**config.mk**
```make
export PLATFORM = sky130hd
export DESIGN_NAME = digdug_spatr_arbiter_flat
export DESIGN_NICKNAME = d
export VERILOG_FILES = /design/src/rtl/digdug_spatr_arbiter_if.sv /design/src/rtl/digdug_spatr_arbiter.sv /design/src/flat_wrapper.sv
export SDC_FILE = /design/constraint.sdc
export NUM_CORES = 1
export LEC_CHECK = 0
export ABC_AREA = 1
export ABC_CLOCK_PERIOD_IN_PS = 3200
export BUFFER_PORTS_ARGS = -buffer_cell sky130_fd_sc_hd__buf_2
export CAP_MARGIN = 20
export CORE_ASPECT_RATIO = 0.9
export CORE_MARGIN = 3
export CORE_UTILIZATION = 45
export DETAILED_ROUTE_END_ITERATION = 8
export PLACE_DENSITY = 0.85
export SETUP_SLACK_MARGIN = 0.05
export SLEW_MARGIN = 20
export SYNTH_ARGS = -nofsm -noshare
export SYNTH_HDL_FRONTEND = slang
export SYNTH_SLANG_ARGS = --single-unit
```
**constraint.sdc**
```tcl
create_clock -name RCLK -period 3.2 [get_ports RCLK]
set_clock_uncertainty 0.1 [all_clocks]
set_input_delay 0.16 -clock RCLK [delete_from_list [all_inputs] [get_ports RCLK]]
set_output_delay 0.16 -clock RCLK [all_outputs]
set_load 0.02 [all_outputs]
```
**src/rtl/digdug_spatr_arbiter_if.sv**
```systemverilog
// ============================================================================
// Module   : digdug_spatr_arbiter_if
// Brief    : Renderer, CPU and attribute-RAM signal bundle for the arbiter.
// Revision : 1.0
// ============================================================================
`default_nettype none
`timescale 1ns/1ps

interface digdug_spatr_arbiter_if;
    logic        SP_RD;
    logic [6:0]  SP_AD;
    logic        SP_GNT;
    logic        SP_VLD;
    logic [23:0] SP_DT;
    logic        CPU_REQ;
    logic        CPU_WE;
    logic [8:0]  CPU_AD;
    logic [7:0]  CPU_DI;
    logic [7:0]  CPU_DO;
    logic        CPU_ACK;
    logic [6:0]  RAM_AD;
    logic [2:0]  RAM_WE;
    logic [23:0] RAM_WD;
    logic [23:0] RAM_RD;

    modport slave (
        input  SP_RD, SP_AD, CPU_REQ, CPU_WE, CPU_AD, CPU_DI, RAM_RD,
        output SP_GNT, SP_VLD, SP_DT, CPU_DO, CPU_ACK, RAM_AD, RAM_WE, RAM_WD
    );

    modport master (
        output SP_RD, SP_AD, CPU_REQ, CPU_WE, CPU_AD, CPU_DI, RAM_RD,
        input  SP_GNT, SP_VLD, SP_DT, CPU_DO, CPU_ACK, RAM_AD, RAM_WE, RAM_WD
    );
endinterface

`default_nettype wire

```
**src/rtl/digdug_spatr_arbiter.sv**
```systemverilog
// ============================================================================
// Module   : digdug_spatr_arbiter
// Brief    : Sprite-attribute RAM arbiter, sprite reads first, CPU byte lanes.
//            Optional CPU starvation guard: DIGDUG_SPATR_CPU_GUARD_EN.
// Revision : 1.0
// ============================================================================
`default_nettype none
`timescale 1ns/1ps

module digdug_spatr_arbiter #(
    parameter int CPU_WAIT_LIMIT = 8
) (
    input  wire logic              RCLK,
    input  wire logic              RST_N,
    digdug_spatr_arbiter_if.slave  bus
);

    if ((CPU_WAIT_LIMIT < 1) || (CPU_WAIT_LIMIT > 255)) begin : g_bad_limit
        $error("CPU_WAIT_LIMIT must be within 1..255");
    end

    logic        r_sp_vld;
    logic [23:0] r_sp_dt;
    logic        r_cpu_inflt;
    logic        r_cpu_ack;
    logic        r_cpu_we;
    logic [1:0]  r_cpu_lane;
    logic [7:0]  r_cpu_do;

    logic        w_cpu_elig;
    logic        w_force;
    logic        w_sp_gnt;
    logic        w_cpu_gnt;
    logic [1:0]  w_cpu_lane;
    logic [7:0]  w_rd_byte;
    logic [6:0]  w_ram_ad;
    logic [2:0]  w_ram_we;

    assign w_cpu_lane = bus.CPU_AD[8:7];
    // The ACK cycle is excluded so a request still held during ACK is not re-granted.
    assign w_cpu_elig = bus.CPU_REQ & ~r_cpu_inflt & ~r_cpu_ack;

`ifdef DIGDUG_SPATR_CPU_GUARD_EN
    localparam logic [7:0] c_WAIT_LIMIT = 8'(CPU_WAIT_LIMIT);

    logic [7:0] r_wait_cnt;

    always_ff @(posedge RCLK or negedge RST_N) begin
        if (!RST_N) begin
            r_wait_cnt <= 8'd0;
        end else if (!bus.CPU_REQ || w_cpu_gnt) begin
            r_wait_cnt <= 8'd0;
        end else if (w_cpu_elig && (r_wait_cnt != 8'hFF)) begin
            r_wait_cnt <= r_wait_cnt + 8'd1;
        end
    end

    assign w_force = w_cpu_elig & (r_wait_cnt == c_WAIT_LIMIT);
`else
    assign w_force = 1'b0;
`endif

    assign w_sp_gnt  = RST_N & bus.SP_RD & ~w_force;
    assign w_cpu_gnt = RST_N & ~w_sp_gnt & w_cpu_elig;

    always_comb begin
        w_ram_ad = 7'd0;
        w_ram_we = 3'b000;
        if (w_sp_gnt) begin
            w_ram_ad = bus.SP_AD;
        end else if (w_cpu_gnt) begin
            w_ram_ad = bus.CPU_AD[6:0];
            if (bus.CPU_WE) begin
                case (w_cpu_lane)
                    2'd0:    w_ram_we = 3'b001;
                    2'd1:    w_ram_we = 3'b010;
                    2'd2:    w_ram_we = 3'b100;
                    default: w_ram_we = 3'b000;
                endcase
            end
        end
    end

    always_comb begin
        w_rd_byte = 8'hFF;
        case (r_cpu_lane)
            2'd0:    w_rd_byte = bus.RAM_RD[7:0];
            2'd1:    w_rd_byte = bus.RAM_RD[15:8];
            2'd2:    w_rd_byte = bus.RAM_RD[23:16];
            default: w_rd_byte = 8'hFF;
        endcase
    end

    always_ff @(posedge RCLK or negedge RST_N) begin
        if (!RST_N) begin
            r_sp_vld    <= 1'b0;
            r_sp_dt     <= 24'd0;
            r_cpu_inflt <= 1'b0;
            r_cpu_ack   <= 1'b0;
            r_cpu_we    <= 1'b0;
            r_cpu_lane  <= 2'd0;
            r_cpu_do    <= 8'd0;
        end else begin
            r_sp_vld    <= w_sp_gnt;
            r_cpu_inflt <= w_cpu_gnt;
            r_cpu_ack   <= w_cpu_gnt;
            if (w_cpu_gnt) begin
                r_cpu_we   <= bus.CPU_WE;
                r_cpu_lane <= w_cpu_lane;
            end
            if (r_sp_vld) begin
                r_sp_dt <= bus.RAM_RD;
            end
            if (r_cpu_ack && !r_cpu_we) begin
                r_cpu_do <= w_rd_byte;
            end
        end
    end

    // The RAM output register times the data; the hold registers keep the last value.
    assign bus.SP_GNT  = w_sp_gnt;
    assign bus.SP_VLD  = r_sp_vld;
    assign bus.SP_DT   = r_sp_vld ? bus.RAM_RD : r_sp_dt;
    assign bus.CPU_ACK = r_cpu_ack;
    assign bus.CPU_DO  = (r_cpu_ack && !r_cpu_we) ? w_rd_byte : r_cpu_do;
    assign bus.RAM_AD  = w_ram_ad;
    assign bus.RAM_WE  = w_ram_we;
    assign bus.RAM_WD  = RST_N ? {3{bus.CPU_DI}} : 24'd0;

endmodule

`default_nettype wire

```
**src/flat_wrapper.sv**
```systemverilog
// flat-port wrapper written by rule: the top's interface ports become plain ports
module digdug_spatr_arbiter_flat 
#(
    parameter int CPU_WAIT_LIMIT = 8
)
  (RCLK, RST_N, bus_SP_RD, bus_SP_AD, bus_CPU_REQ, bus_CPU_WE, bus_CPU_AD, bus_CPU_DI, bus_RAM_RD, bus_SP_GNT, bus_SP_VLD, bus_SP_DT, bus_CPU_DO, bus_CPU_ACK, bus_RAM_AD, bus_RAM_WE, bus_RAM_WD);
  digdug_spatr_arbiter_if bus_i ();
  input  wire logic RCLK;
  input  wire logic RST_N;
  input wire logic [$bits(bus_i.SP_RD)-1:0] bus_SP_RD;
  input wire logic [$bits(bus_i.SP_AD)-1:0] bus_SP_AD;
  input wire logic [$bits(bus_i.CPU_REQ)-1:0] bus_CPU_REQ;
  input wire logic [$bits(bus_i.CPU_WE)-1:0] bus_CPU_WE;
  input wire logic [$bits(bus_i.CPU_AD)-1:0] bus_CPU_AD;
  input wire logic [$bits(bus_i.CPU_DI)-1:0] bus_CPU_DI;
  input wire logic [$bits(bus_i.RAM_RD)-1:0] bus_RAM_RD;
  output wire logic [$bits(bus_i.SP_GNT)-1:0] bus_SP_GNT;
  output wire logic [$bits(bus_i.SP_VLD)-1:0] bus_SP_VLD;
  output wire logic [$bits(bus_i.SP_DT)-1:0] bus_SP_DT;
  output wire logic [$bits(bus_i.CPU_DO)-1:0] bus_CPU_DO;
  output wire logic [$bits(bus_i.CPU_ACK)-1:0] bus_CPU_ACK;
  output wire logic [$bits(bus_i.RAM_AD)-1:0] bus_RAM_AD;
  output wire logic [$bits(bus_i.RAM_WE)-1:0] bus_RAM_WE;
  output wire logic [$bits(bus_i.RAM_WD)-1:0] bus_RAM_WD;
  assign bus_i.SP_RD = bus_SP_RD;
  assign bus_i.SP_AD = bus_SP_AD;
  assign bus_i.CPU_REQ = bus_CPU_REQ;
  assign bus_i.CPU_WE = bus_CPU_WE;
  assign bus_i.CPU_AD = bus_CPU_AD;
  assign bus_i.CPU_DI = bus_CPU_DI;
  assign bus_i.RAM_RD = bus_RAM_RD;
  assign bus_SP_GNT = bus_i.SP_GNT;
  assign bus_SP_VLD = bus_i.SP_VLD;
  assign bus_SP_DT = bus_i.SP_DT;
  assign bus_CPU_DO = bus_i.CPU_DO;
  assign bus_CPU_ACK = bus_i.CPU_ACK;
  assign bus_RAM_AD = bus_i.RAM_AD;
  assign bus_RAM_WE = bus_i.RAM_WE;
  assign bus_RAM_WD = bus_i.RAM_WD;
  digdug_spatr_arbiter #(.CPU_WAIT_LIMIT(CPU_WAIT_LIMIT)) u_core (.RCLK(RCLK), .RST_N(RST_N), .bus(bus_i));
endmodule
```
**Word-level counts from Yosys, hierarchy flattened**

Index checks and enable logic that the tools add are counted.

- ROM bits: 0
- Memories kept: 0
- Bits in registers: 37
- Input bits: 53
- Memory bits (writable): 0
- Latch bits: 0

- $add $sub $neg: 0
- Multiplexer cells: 10
- Bitwise logic cells: 7
- $mul: 0
- Reduce and logical (&&, ||, !) cells: 4
- Div/mod/pow operators: 0
- Eq/ne operators: 4
- Magnitude comparators: 0
- Shift operators: 0

Operator list:

| operator | count |
|---|---|
| $mux 24 | 2 |
| $pmux 8 s3 | 1 |
| $mux 7 | 2 |
| $mux 3 | 3 |
| $pmux 3 s3 | 1 |
| $mux 8 | 1 |
| $and 1x1->1 | 5 |
| $eq 2x1->1 const B | 2 |
| $eq 2x2->1 const B | 2 |
| $logic_not 2->1 | 2 |
| $not 1->1 | 2 |
| $logic_and 1x1->1 | 1 |
| $logic_not 1->1 | 1 |

**Longest topological paths before layout**

Gate-level depths: netlist of the first run.

- Word-level depth: 6
- Depth in mapped cells: 6

**Worst setup path after synthesis of the first run**

Ideal clock, no wire load.

- Path kind: reg2reg
- Start: reg u_core.r_sp_vld (netlist: u_core.bus.SP_VLD)
- End: reg u_core.r_sp_dt[10]
- Required time: 2.933 ns
- Arrival time: 1.205 ns
- Setup slack: 1.728 ns
- Stages on the path, launching flop included: 4
- Setup time: 0.167 ns
- Path buffers: 2
- Path through: dfrtp_1 -> buf_2 -> buf_6 -> mux2_1

- Word-level cells in the longest chain between the ends: 1

Ends and longest elaborated chain:

| what | RTL line | text |
|---|---|---|
| from (decl) | digdug_spatr_arbiter.sv:22 | `logic r_sp_vld;` |
| from (signal assigned) | digdug_spatr_arbiter.sv:104 | `r_sp_vld <= w_sp_gnt;` |
| $mux 24 | -- |  |
| named net bus_SP_DT[10] | flat_wrapper.sv:19 | `output wire logic [$bits(bus_i.SP_DT)-1:0] bus_SP_DT;` |
| to (signal assigned) | digdug_spatr_arbiter.sv:112 | `r_sp_dt <= bus.RAM_RD;` |
| to (decl) | digdug_spatr_arbiter.sv:23 | `logic [23:0] r_sp_dt;` |

The timed path passes the listed nets, and every way through them passes these cells.
A chain may end at the register's enable or synchronous reset.

**Worst setup path in the final report of the first run**

- Start: reg u_core.r_sp_vld (netlist: u_core.bus.SP_VLD)
- End: out bus_SP_DT[2]

- Word-level cells in the longest chain between the ends: 1

Ends and longest elaborated chain:

| what | RTL line | text |
|---|---|---|
| $mux 24 | digdug_spatr_arbiter.sv:123 | `assign bus.SP_DT = r_sp_vld ? bus.RAM_RD : r_sp_dt;` |
| to (decl) | flat_wrapper.sv:19 |  |

No other way between the ends.

==> results of run 1 <==
layout by cell type (no fill, tap or decap):
cell type      instances
buf_2                121
nand2_1               67
dfrtp_1               37
nor2_1                25
mux2_1                20
inv_1                 13
nand3_1               12
clkbuf_8               6
mux2_2                 4
inv_2                  3
o21ai_0                3
nor2_2                 2
nand3_2                1
clkinv_1               1
nor2_4                 1
o21ai_1                1
clkinvlp_4             1
dlygate4sd3_1          1
buf_4                  1
worst max-delay path, stage by stage, from the launching register on:
cell and delay (ps):
dfrtp_1 990, mux2_2 430, buf_2 160
metal layers:
metal  vias to the layer above  share of wire (%)  global-route usage [%]
met1                       751                 42                    26.7
met2                        69                 49                    31.1
met3                         9                7.4                    3.72
li1                        858                  -                       -
met4                         0                1.3                    6.79
met5                         -                  0                       0
cells by family (layout without fill, tap and decap cells):
| family | Yosys count | count (layout) | share of synthesized area, % |
|---|---|---|---|
| DFF | 37 | 37 | 49.2 |
| muxes | 24 | 24 | 14.4 |
| buffers and inverters | 38 | 147 | 12.0 |
| and+or+nand+nor | 108 | 108 | 23.3 |
| AOI/OAI and AO/OA | 4 | 4 | 1.06 |
what timing repair did:
item,4_1_cts,5_1_grt
hold buffers,1,0
resized for setup,0,0
hold endpoints to repair,37,0
setup buffers,0,0
through the flow:
step	area, um2	setup slack, ps	instances	hold WS (ps)	power [mW]
3_3_place_gp	2390	1360	358	259	1.08
4_1_cts	2490	1020	366	19.9	1.42
6_report	2490	1070	366	28.8	1.41
3_5_place_dp	2390	1340	358	259	1.09
5_1_grt	2490	913	366	27.1	1.50
2_1_floorplan	1880	1730	211	-236	0.922
worst paths after layout:
kind	from	endpoint	cells past startpoint
min reg2reg	u_core.r_sp_dt[9]$_DFF_PN0_	u_core.r_sp_dt[9]$_DFF_PN0_	1
min in group asynchronous	RST_N	u_core.r_cpu_we$_DFFE_PN0P_	3
min	bus_RAM_RD[20]	u_core.r_sp_dt[20]$_DFF_PN0_	2
max	u_core.bus.SP_VLD$_DFF_PN0_	bus_SP_DT[2]	2
max reg2reg	u_core.bus.SP_VLD$_DFF_PN0_	u_core.r_sp_dt[16]$_DFF_PN0_	1
max in group asynchronous	RST_N	u_core.r_cpu_do[5]$_DFF_PN0_	3
power by group through the flow:
stage	sequential (mW)	clock, mW	combinational [mW]
final	0.601	0.326	0.479
after global routing	0.610	0.359	0.528
after CTS	0.602	0.336	0.485
after detailed placement	0.610	0	0.483
after global placement	0.605	0	0.473
after floorplan	0.590	0	0.332
Yosys cell counts:
cell       n  area (um2)
nand2_1   67         251
dfrtp_1   37         926
inv_1     13        48.8
nor2_1    25        93.8
mux2_2     4        45.0
buf_6      2        22.5
nand3_1   12        60.1
buf_4     18         135
buf_2      1        5.00
o21ai_1    1        5.00
o21ai_0    3        15.0
nand3_2    1        10.0
nor2_4     1        11.3
nor2_2     2        12.5
clkinv_1   1        3.75
inv_2      3        11.3
mux2_1    20         225
state kept, by name (all words and copies together), names as in the netlist:
signal,flops
u_core.r_cpu_lane,2
u_core.r_cpu_inflt,1
u_core.r_sp_dt,24
u_core.r_cpu_we,1
u_core.bus.SP_VLD,1
u_core.r_cpu_do,8
area by class of cell:
type / instances / area (um2)
timing repair buffer: 123 / 623
sequential: 37 / 926
fill: 338 / 1370
clock inverter: 1 / 7.51
clock buffer: 6 / 82.6
inverter: 17 / 63.8
multi-input combinational: 136 / 729
tap: 46 / 57.6
==> results.tsv, run 1 <==
stage	metric	value	unit
layout	post-layout util	64.5	%
yosys	synth warn	0	
sta	Worst-Margin Slew	983	ps
clock_tree	Clk Latency, worst-skew pair	280	ps
critical_path	R2R Setup Slk	1560	ps
die	CORE AREA	3860	um2
status	status	completed	
yosys	Post-Syn Area	1880	um2
sta	maximum clock rate	0.470	GHz
yosys	syn_nets	264	
power_and_ir_drop	Clock power frac	23.2	%
die	Starting Density	48.7	%
sta	Slew HR	34.5	%
global_routing	first-pass GRT wire length	7390	um
placement	post-DP HPWL	3770	um
power_and_ir_drop	Pwr per Cell Area	565	nW/um2
route	DRT antenna net count	0	
sta	Setup Viol. Count Final	0	
layout	Area growth syn-to-layout	32.3	%
critical_path	CP max FO	25	
critical_path	Worst EP arrival	1870	ps
yosys	Syn Inst Count	211	
yosys	Synth Area per Inst	8.92	um2
critical_path	WS Path Type	reg -> out	
critical_path	CP endpoint kind	primary output	
die	die width	74.2	um
power_and_ir_drop	Internal	0.899	mW
die	number of I/O pins	122	
die	row cnt	21	
route	vias	1687	
yosys	Yosys cell types	17	
layout	share of cells above drive strength 1	43.8	%
route	WL/cell	12.9	um
power_and_ir_drop	combinational share of power	34.1	%
run	max_cap viols	0	
hold_path	hold crit path type	in -> reg	
global_routing	vias in the first global route	1549	
sta	Final period util	66.5	%
sta	Final Max Slew Viols	0	
clock_tree	CTS clk-pin slew, worst paths	70	ps
critical_path	CP required	2940	ps
power_and_ir_drop	Flop pwr share	42.8	%
clock_tree	Longest Clk Path Bufs	2	
global_routing	largest net degree at the start of global routing	44	
yosys	sequential area share after synthesis	49.2	%
placement	gpl congestion	0.794	
global_routing	grt total ovfl	0	
route	DR pass1 iterations	5	
sta	RSZ-0062 raised after global routing	false	
clock_tree	Clock Sinks	37	
global_routing	gr usage total	19.6	%
sta	setup TNS	0	ps
route	via/cell ratio	4.61	
clock_tree	root buf cell	clkbuf_8	
clock_tree	H-tree level count	2	
power_and_ir_drop	Peak VDD IR	0.000353	V
placement	Port Buffers	121	
global_routing	initial antenna violation count	0	
clock_tree	cts bufs inserted	5	
power_and_ir_drop	switch share	36.1	%
power_and_ir_drop	P_leak	1.45	nW
layout	ANT cells	0	
route	Starting DRT DRC Count	121	
clock_tree	CTS tree	done	
sta	final hold vios	0	
layout	Nets	373	
die	die span in y	67.4	um
critical_path	type of origin of the critical path	register	
route	Routed Wire Length	4720	um
sta	Final min period	2130	ps
yosys	Seq cells post-synth	37	
die	Die Area	5000	um2
power_and_ir_drop	Psw	0.508	mW
route	Residual DRC	0	
Power figures use the tool's default switching activity.
==> run 2: changes to the inputs <==
--- a/config.mk
+++ b/config.mk
@@ -6,14 +6,14 @@
 export NUM_CORES = 1
 export LEC_CHECK = 0
 export ABC_AREA = 1
-export ABC_CLOCK_PERIOD_IN_PS = 3200
+export ABC_CLOCK_PERIOD_IN_PS = 2040
 export BUFFER_PORTS_ARGS = -buffer_cell sky130_fd_sc_hd__buf_2
 export CAP_MARGIN = 20
 export CORE_ASPECT_RATIO = 0.9
 export CORE_MARGIN = 3
-export CORE_UTILIZATION = 45
+export CORE_UTILIZATION = 42
 export DETAILED_ROUTE_END_ITERATION = 8
-export PLACE_DENSITY = 0.85
+export PLACE_DENSITY = 0.8
 export SETUP_SLACK_MARGIN = 0.05
 export SLEW_MARGIN = 20
 export SYNTH_ARGS = -nofsm -noshare
==> constraint.sdc (replaced) <==
create_clock -name RCLK -period 2.04 [get_ports RCLK]
set_clock_uncertainty 0.1 [all_clocks]
set_input_delay 0.102 -clock RCLK [delete_from_list [all_inputs] [get_ports RCLK]]
set_output_delay 0.102 -clock RCLK [all_outputs]
set_load 0.02 [all_outputs]
==> run 2 against run 1 <==
Register-to-register slack worse by 900 ps; hold slack worse by 19 ps; final cell count increased by 10%; utilization is 2.1 points higher; first-iteration DRC count down 47%.
==> results.tsv, run 2 (synthesis gave the netlist of run 1 again) <==
stage	metric	value	unit
route	vias	1804	
sta	Final Max Slew Viols	0	
run	max_cap viols	0	
critical_path	Worst EP arrival	1660	ps
clock_tree	cts bufs inserted	5	
hold_path	hold crit path type	in -> reg	
sta	Final period util	91.0	%
power_and_ir_drop	P_leak	1.57	nW
sta	setup TNS	0	ps
layout	ANT cells	0	
route	Routed Wire Length	5280	um
route	DR pass1 iterations	5	
sta	RSZ-0062 raised after global routing	false	
status	status	completed	
die	die span in y	69.5	um
clock_tree	CTS tree	done	
clock_tree	CTS clk-pin slew, worst paths	70	ps
critical_path	crit path launch	u_core.r_cpu_lane[0]$_DFFE_PN0P_	
clock_tree	Longest Clk Path Bufs	2	
global_routing	gr usage total	20.0	%
sta	Slew HR	70.3	%
sta	Worst-Margin Slew	445	ps
placement	gpl congestion	0.819	
hold_path	Hold Path Origin	bus_RAM_RD[3]	
die	Die Area	5320	um2
route	WL/cell	13.1	um
layout	Nets	396	
placement	post-DP HPWL	3840	um
clock_tree	Clock Sinks	37	
layout	most frequent cells in the layout	buf_2 (121), nand2_1 (67), dfrtp_1 (36)	
global_routing	vias in the first global route	1775	
power_and_ir_drop	Peak VDD IR	0.000542	V
clock_tree	root buf cell	clkbuf_8	
route	Residual DRC	0	
clock_tree	Clk Latency, worst-skew pair	280	ps
critical_path	largest stage delay on the critical path	500	ps
sta	final hold vios	0	
layout	share of cells above drive strength 1	41.6	%
layout	Final Cell Area	2790	um2
layout	commonest non-fill, non-tap cell in the layout	buf_2	
critical_path	Worst path top cell family by delay	simple AND/OR/NAND/NOR gates	
die	number of I/O pins	122	
power_and_ir_drop	Tot Pwr	2.48	mW
critical_path	CP max stage cell	dfrtp_1	
critical_path	CP endpoint kind	primary output	
layout	Area growth syn-to-layout	48.0	%
layout	largest registers	u_core.r_sp_dt: 24 flops, u_core.r_cpu_do: 8 flops, u_core.r_cpu_lane: 2 flops	
critical_path	WS Path Type	reg -> out	
route	DRT antenna net count	0	
global_routing	largest net degree at the start of global routing	37	
placement	post-placement cell area	2410	um2
clock_tree	H-tree level count	2	
sta	Final min period	1860	ps
global_routing	grt total ovfl	0	
power_and_ir_drop	Pwr per Cell Area	892	nW/um2
critical_path	R2R Path Start	u_core.r_cpu_lane[1]$_DFFE_PN0P_	
placement	Port Buffers	121	
layout	Largest Register	u_core.r_sp_dt	
critical_path	CP max FO	8	
critical_path	crit-path cells	inv_2 > nor2_4 > nand2_1 > nand2_1 > nor2_1 > nor2_1 > buf_2	
die	CORE AREA	4180	um2
global_routing	first-pass GRT wire length	8530	um
die	die width	76.6	um
die	row cnt	22	
global_routing	initial antenna violation count	0	
critical_path	CP required	1840	ps
critical_path	type of origin of the critical path	register	
route	via/cell ratio	4.47	
route	Starting DRT DRC Count	64	
critical_path	CP Buf/Inv Count	2	
layout	Largest register FFs	24	
sta	maximum clock rate	0.538	GHz
sta	Setup Viol. Count Final	0	
die	Starting Density	45.0	%
==> run 2: power by group <==
part | internal, mW | total [mW] | switching [mW]
Combinational | 0.298 | 0.807 | 0.510
Sequential | 0.876 | 0.936 | 0.0601
Clock | 0.486 | 0.740 | 0.255
Total | 1.66 | 2.48 | 0.825
==> run 2: final timing paths <==
check | endpoint | slack, ps | cells after the start
setup / recovery | bus_CPU_DO[2] | 180 | 7
hold / removal | u_core.r_sp_dt[3]$_DFF_PN0_ | 10 | 2
setup reg to reg | u_core.r_cpu_do[7]$_DFF_PN0_ | 660 | 6
hold reg to reg | u_core.r_sp_dt[7]$_DFF_PN0_ | 380 | 1
max in group asynchronous | u_core.r_cpu_lane[1]$_DFFE_PN0P_ | 990 | 3
min in group asynchronous | u_core.r_cpu_do[6]$_DFF_PN0_ | 120 | 2
==> run 2: layer usage <==
layer  wire [um]  track usage, %
met2        2720            33.7
met4          69            6.44
met3         252            4.42
met1        2230            25.6
met5           0               0
==> run 2: final cells by class <==
type,instances,area [um2]
clock buffers,5,68.8
clock inverters,3,65.1
fillers,368,1400
inverters,17,63.8
multi-input cells,136,734
flip-flops and latches,37,927
well taps,60,75.1
repair buffers,146,851
==> run 2: per-stage QoR <==
| step | instances | util (%) | hold slack (ps) | worst slack (ps) |
|---|---|---|---|---|
| 6_report | 404 | 66.6 | 10.2 | 183 |
| 3_5_place_dp | 373 | 57.7 | -121 | 439 |
| 5_1_grt | 404 | 66.6 | 15.4 | 51.9 |
| 3_3_place_gp | 373 | 57.7 | -119 | 509 |
| 4_1_cts | 403 | 66.2 | 3.53 | 126 |
| 2_1_floorplan | 211 | - | -294 | 568 |
==> run 2: repair_timing <==
| item | 4_1_cts | 5_1_grt |
|---|---|---|
| endpoints found under the setup margin | 0 | 8 |
| endpoints found under the hold margin | 50 | 1 |
| hold buffers | 22 | 1 |
| gates resized for setup | 0 | 2 |
| setup buffers | 0 | 0 |
==> run 3: changes to the inputs <==
--- a/config.mk
+++ b/config.mk
@@ -5,15 +5,15 @@
 export SDC_FILE = /design/constraint.sdc
 export NUM_CORES = 1
 export LEC_CHECK = 0
-export ABC_AREA = 1
+export ABC_AREA = 0
 export ABC_CLOCK_PERIOD_IN_PS = 2040
 export BUFFER_PORTS_ARGS = -buffer_cell sky130_fd_sc_hd__buf_2
 export CAP_MARGIN = 20
 export CORE_ASPECT_RATIO = 0.9
-export CORE_MARGIN = 3
+export CORE_MARGIN = 2
 export CORE_UTILIZATION = 42
 export DETAILED_ROUTE_END_ITERATION = 8
-export PLACE_DENSITY = 0.8
+export PLACE_DENSITY_LB_ADDON = 0.12
 export SETUP_SLACK_MARGIN = 0.05
 export SLEW_MARGIN = 20
 export SYNTH_ARGS = -nofsm -noshare
==> run 3 against run 2 <==
Critical path depth fell by 1; sequential power barely moved; sequential share of layout area rose by 1.5 points; non-clock buffer count did not move; flip-flop and latch count did not move; largest cell class unchanged; highest routed layer unchanged.
==> results.tsv, run 3 <==
stage	metric	value	unit
layout	most frequent cells in the layout	buf_2 (121), dfrtp_1 (36), mux2_2 (33)	
yosys	asr flop ratio synth	100	%
critical_path	largest stage delay on the critical path	520	ps
clock_tree	Longest Clk Path Bufs	2	
sta	final hold vios	0	
critical_path	CP max FO	12	
run	max_cap viols	0	
critical_path	R2R Path Start	u_core.r_cpu_inflt$_DFF_PN0_	
sta	Final period util	90.8	%
layout	ANT cells	0	
die	Starting Density	44.2	%
die	Die Area	4890	um2
die	die span in y	66.6	um
route	Residual DRC	0	
sta	setup TNS	0	ps
hold_path	hold crit path type	in -> reg	
hold_path	WHS Path Cells	2	
route	DRT antenna net count	0	
critical_path	R2R Setup Slk	610	ps
layout	largest registers	u_core.r_sp_dt: 24 flops, u_core.r_cpu_do: 8 flops, u_core.r_cpu_lane: 2 flops	
power_and_ir_drop	Peak VDD IR	0.000480	V
yosys	top-count cell post-synth	dfrtp_1	
global_routing	gr usage total	19.1	%
power_and_ir_drop	Tot Pwr	2.24	mW
yosys	Synth top cells by count	dfrtp_1 (37), mux2_2 (33), buf_4 (16)	
critical_path	type of origin of the critical path	primary input	
global_routing	initial antenna violation count	0	
layout	FF+latch area	927	um2
critical_path	Worst EP arrival	1650	ps
route	DR pass1 iterations	4	
global_routing	vias in the first global route	1544	
clock_tree	CTS clk-pin slew, worst paths	70	ps
clock_tree	Clock Sinks	37	
global_routing	largest net degree at the start of global routing	44	
route	via/cell ratio	4.77	
sta	Worst-Margin Slew	515	ps
yosys	dominant cell type by area after synthesis	dfrtp_1	
yosys	Seq cells post-synth	37	
layout	Area growth syn-to-layout	45.8	%
yosys	Yosys cell types	23	
sta	maximum clock rate	0.540	GHz
layout	Largest Register	u_core.r_sp_dt	
power_and_ir_drop	P_leak	1.38	nW
die	row cnt	22	
sta	Setup Viol. Count Final	0	
hold_path	Worst Hold End	u_core.r_sp_dt[16]$_DFF_PN0_	
clock_tree	H-tree level count	2	
yosys	Post-Syn Area	1830	um2
die	CORE AREA	4130	um2
layout	Layout fillers	367	
route	WL/cell	13.9	um
clock_tree	CTS tree	done	
status	status	completed	
yosys	synth warn	0	
placement	post-DP HPWL	3220	um
yosys	share of the synthesized area in the top cell type	50.7	%
yosys	Synth Area per Inst	12.6	um2
clock_tree	Clk Latency, worst-skew pair	280	ps
critical_path	CP required	1840	ps
yosys	Post-synth EDFFs	0	
sta	RSZ-0062 raised after global routing	false	
placement	Port Buffers	121	
layout	commonest non-fill, non-tap cell in the layout	buf_2	
critical_path	reg2reg end	u_core.r_cpu_lane[0]$_DFFE_PN0P_	
die	die width	73.5	um
clock_tree	Post-CTS Setup Bufs	0	
layout	Final Cell Area	2660	um2
layout	share of cells above drive strength 1	67.9	%
clock_tree	root buf cell	clkbuf_8	
yosys	synth top area cells	dfrtp_1 (51%), mux2_2 (20%), buf_4 (6.6%)	
yosys	Syn Inst Count	145	
sta	Final Max Slew Viols	0	
yosys	sequential area share after synthesis	50.7	%
power_and_ir_drop	Pwr per Cell Area	840	nW/um2
critical_path	CP max stage cell	dlygate4sd3_1	
critical_path	Most common cell on crit path	buf_2	
critical_path	WS Path Type	in -> out	
clock_tree	cts bufs inserted	5	
sta	Hold WS	5.52	ps
placement	gpl congestion	0.755	
yosys	syn_nets	198	
layout	Largest register FFs	24	
critical_path	crit-path cells	dlygate4sd3_1 > buf_2 > and4bb_4 > nand2_4 > nor4b_4 > buf_2	
critical_path	Register-to-Register Path Depth	2	
sta	Final min period	1850	ps
global_routing	first-pass GRT wire length	7110	um
route	vias	1537	
global_routing	grt total ovfl	0	
route	Routed Wire Length	4490	um
critical_path	CP endpoint kind	primary output	
layout	Nets	327	
hold_path	Hold Path Origin	bus_RAM_RD[16]	
yosys	ys flop type	dfrtp_1	
die	number of I/O pins	122	
layout	Multi-input gate area	736	um2
sta	Slew HR	65.7	%
placement	post-placement cell area	2360	um2
route	Starting DRT DRC Count	56	
==> run 3: cell families (layout without fill, tap and decap cells) <==
kind of cell | after synthesis | after routing | synth area share [%]
simple gates | 25 | 25 | 10.1
compound gates | 25 | 25 | 9.66
buf+inv | 25 | 154 | 9.18
mux | 33 | 33 | 20.3
flops | 37 | 37 | 50.7
==> run 3: per-stage QoR <==
| stage | setup WS [ps] | std cells | utilization, % |
|---|---|---|---|
| 3_5_place_dp | 335 | 294 | 57.1 |
| 4_1_cts | 102 | 322 | 64.3 |
| 2_1_floorplan | 358 | 145 | - |
| 5_1_grt | 92.6 | 322 | 64.5 |
| 6_report | 187 | 322 | 64.5 |
| 3_3_place_gp | 342 | 294 | 57.1 |
==> run 3: where the power goes <==
| part | switching [mW] | internal (mW) |
|---|---|---|
| clock | 0.236 | 0.268 |
| sequential | 0.0602 | 0.877 |
| combinational | 0.456 | 0.339 |
==> run 3: layer usage <==
metal / up-vias / global-route usage [%] / share of wire [%]
met5: - / 0 / 0
li1: 763 / - / -
met2: 52 / 31.8 / 48
met3: 4 / 4.84 / 5.6
met1: 718 / 24.2 / 45
met4: 0 / 5.91 / 0.73
==> run 3: worst max-delay path, delay by kind of cell <==
family / cells / cell delay, ps
and+or+nand+nor: 3 / 660
buffers and inverters: 3 / 890
==> run 3: what timing repair did <==
action                                 4_1_cts  5_1_grt
endpoints found under the hold margin       57        0
setup endpoints to repair                    3       27
hold buffers                                21        0
resized for setup                            1        2
==> run 3: area by class of cell <==
cell class	instances	share of cell area, %
clock buffer	7	3.24
sequential	37	34.8
inverter	1	0.141
timing repair buffer	146	31.9
tap	48	2.26
multi-input combinational	83	27.6
==> run 3: worst max path at each step <==
stage                                                 from              to  slack [ps]  depth (start not counted)
after CTS                                            RST_N  bus_RAM_WD[18]         100                          5
final                                                RST_N   bus_RAM_WE[2]         190                          6
after floorplan               u_core.r_cpu_inflt$_DFF_PN0_   bus_RAM_WE[0]         360                          4
after global routing           u_core.r_cpu_we$_DFFE_PN0P_   bus_CPU_DO[0]          90                          3
after global placement    u_core.r_cpu_lane[1]$_DFFE_PN0P_   bus_CPU_DO[7]         340                          4
after detailed placement  u_core.r_cpu_lane[1]$_DFFE_PN0P_   bus_CPU_DO[4]         340                          4
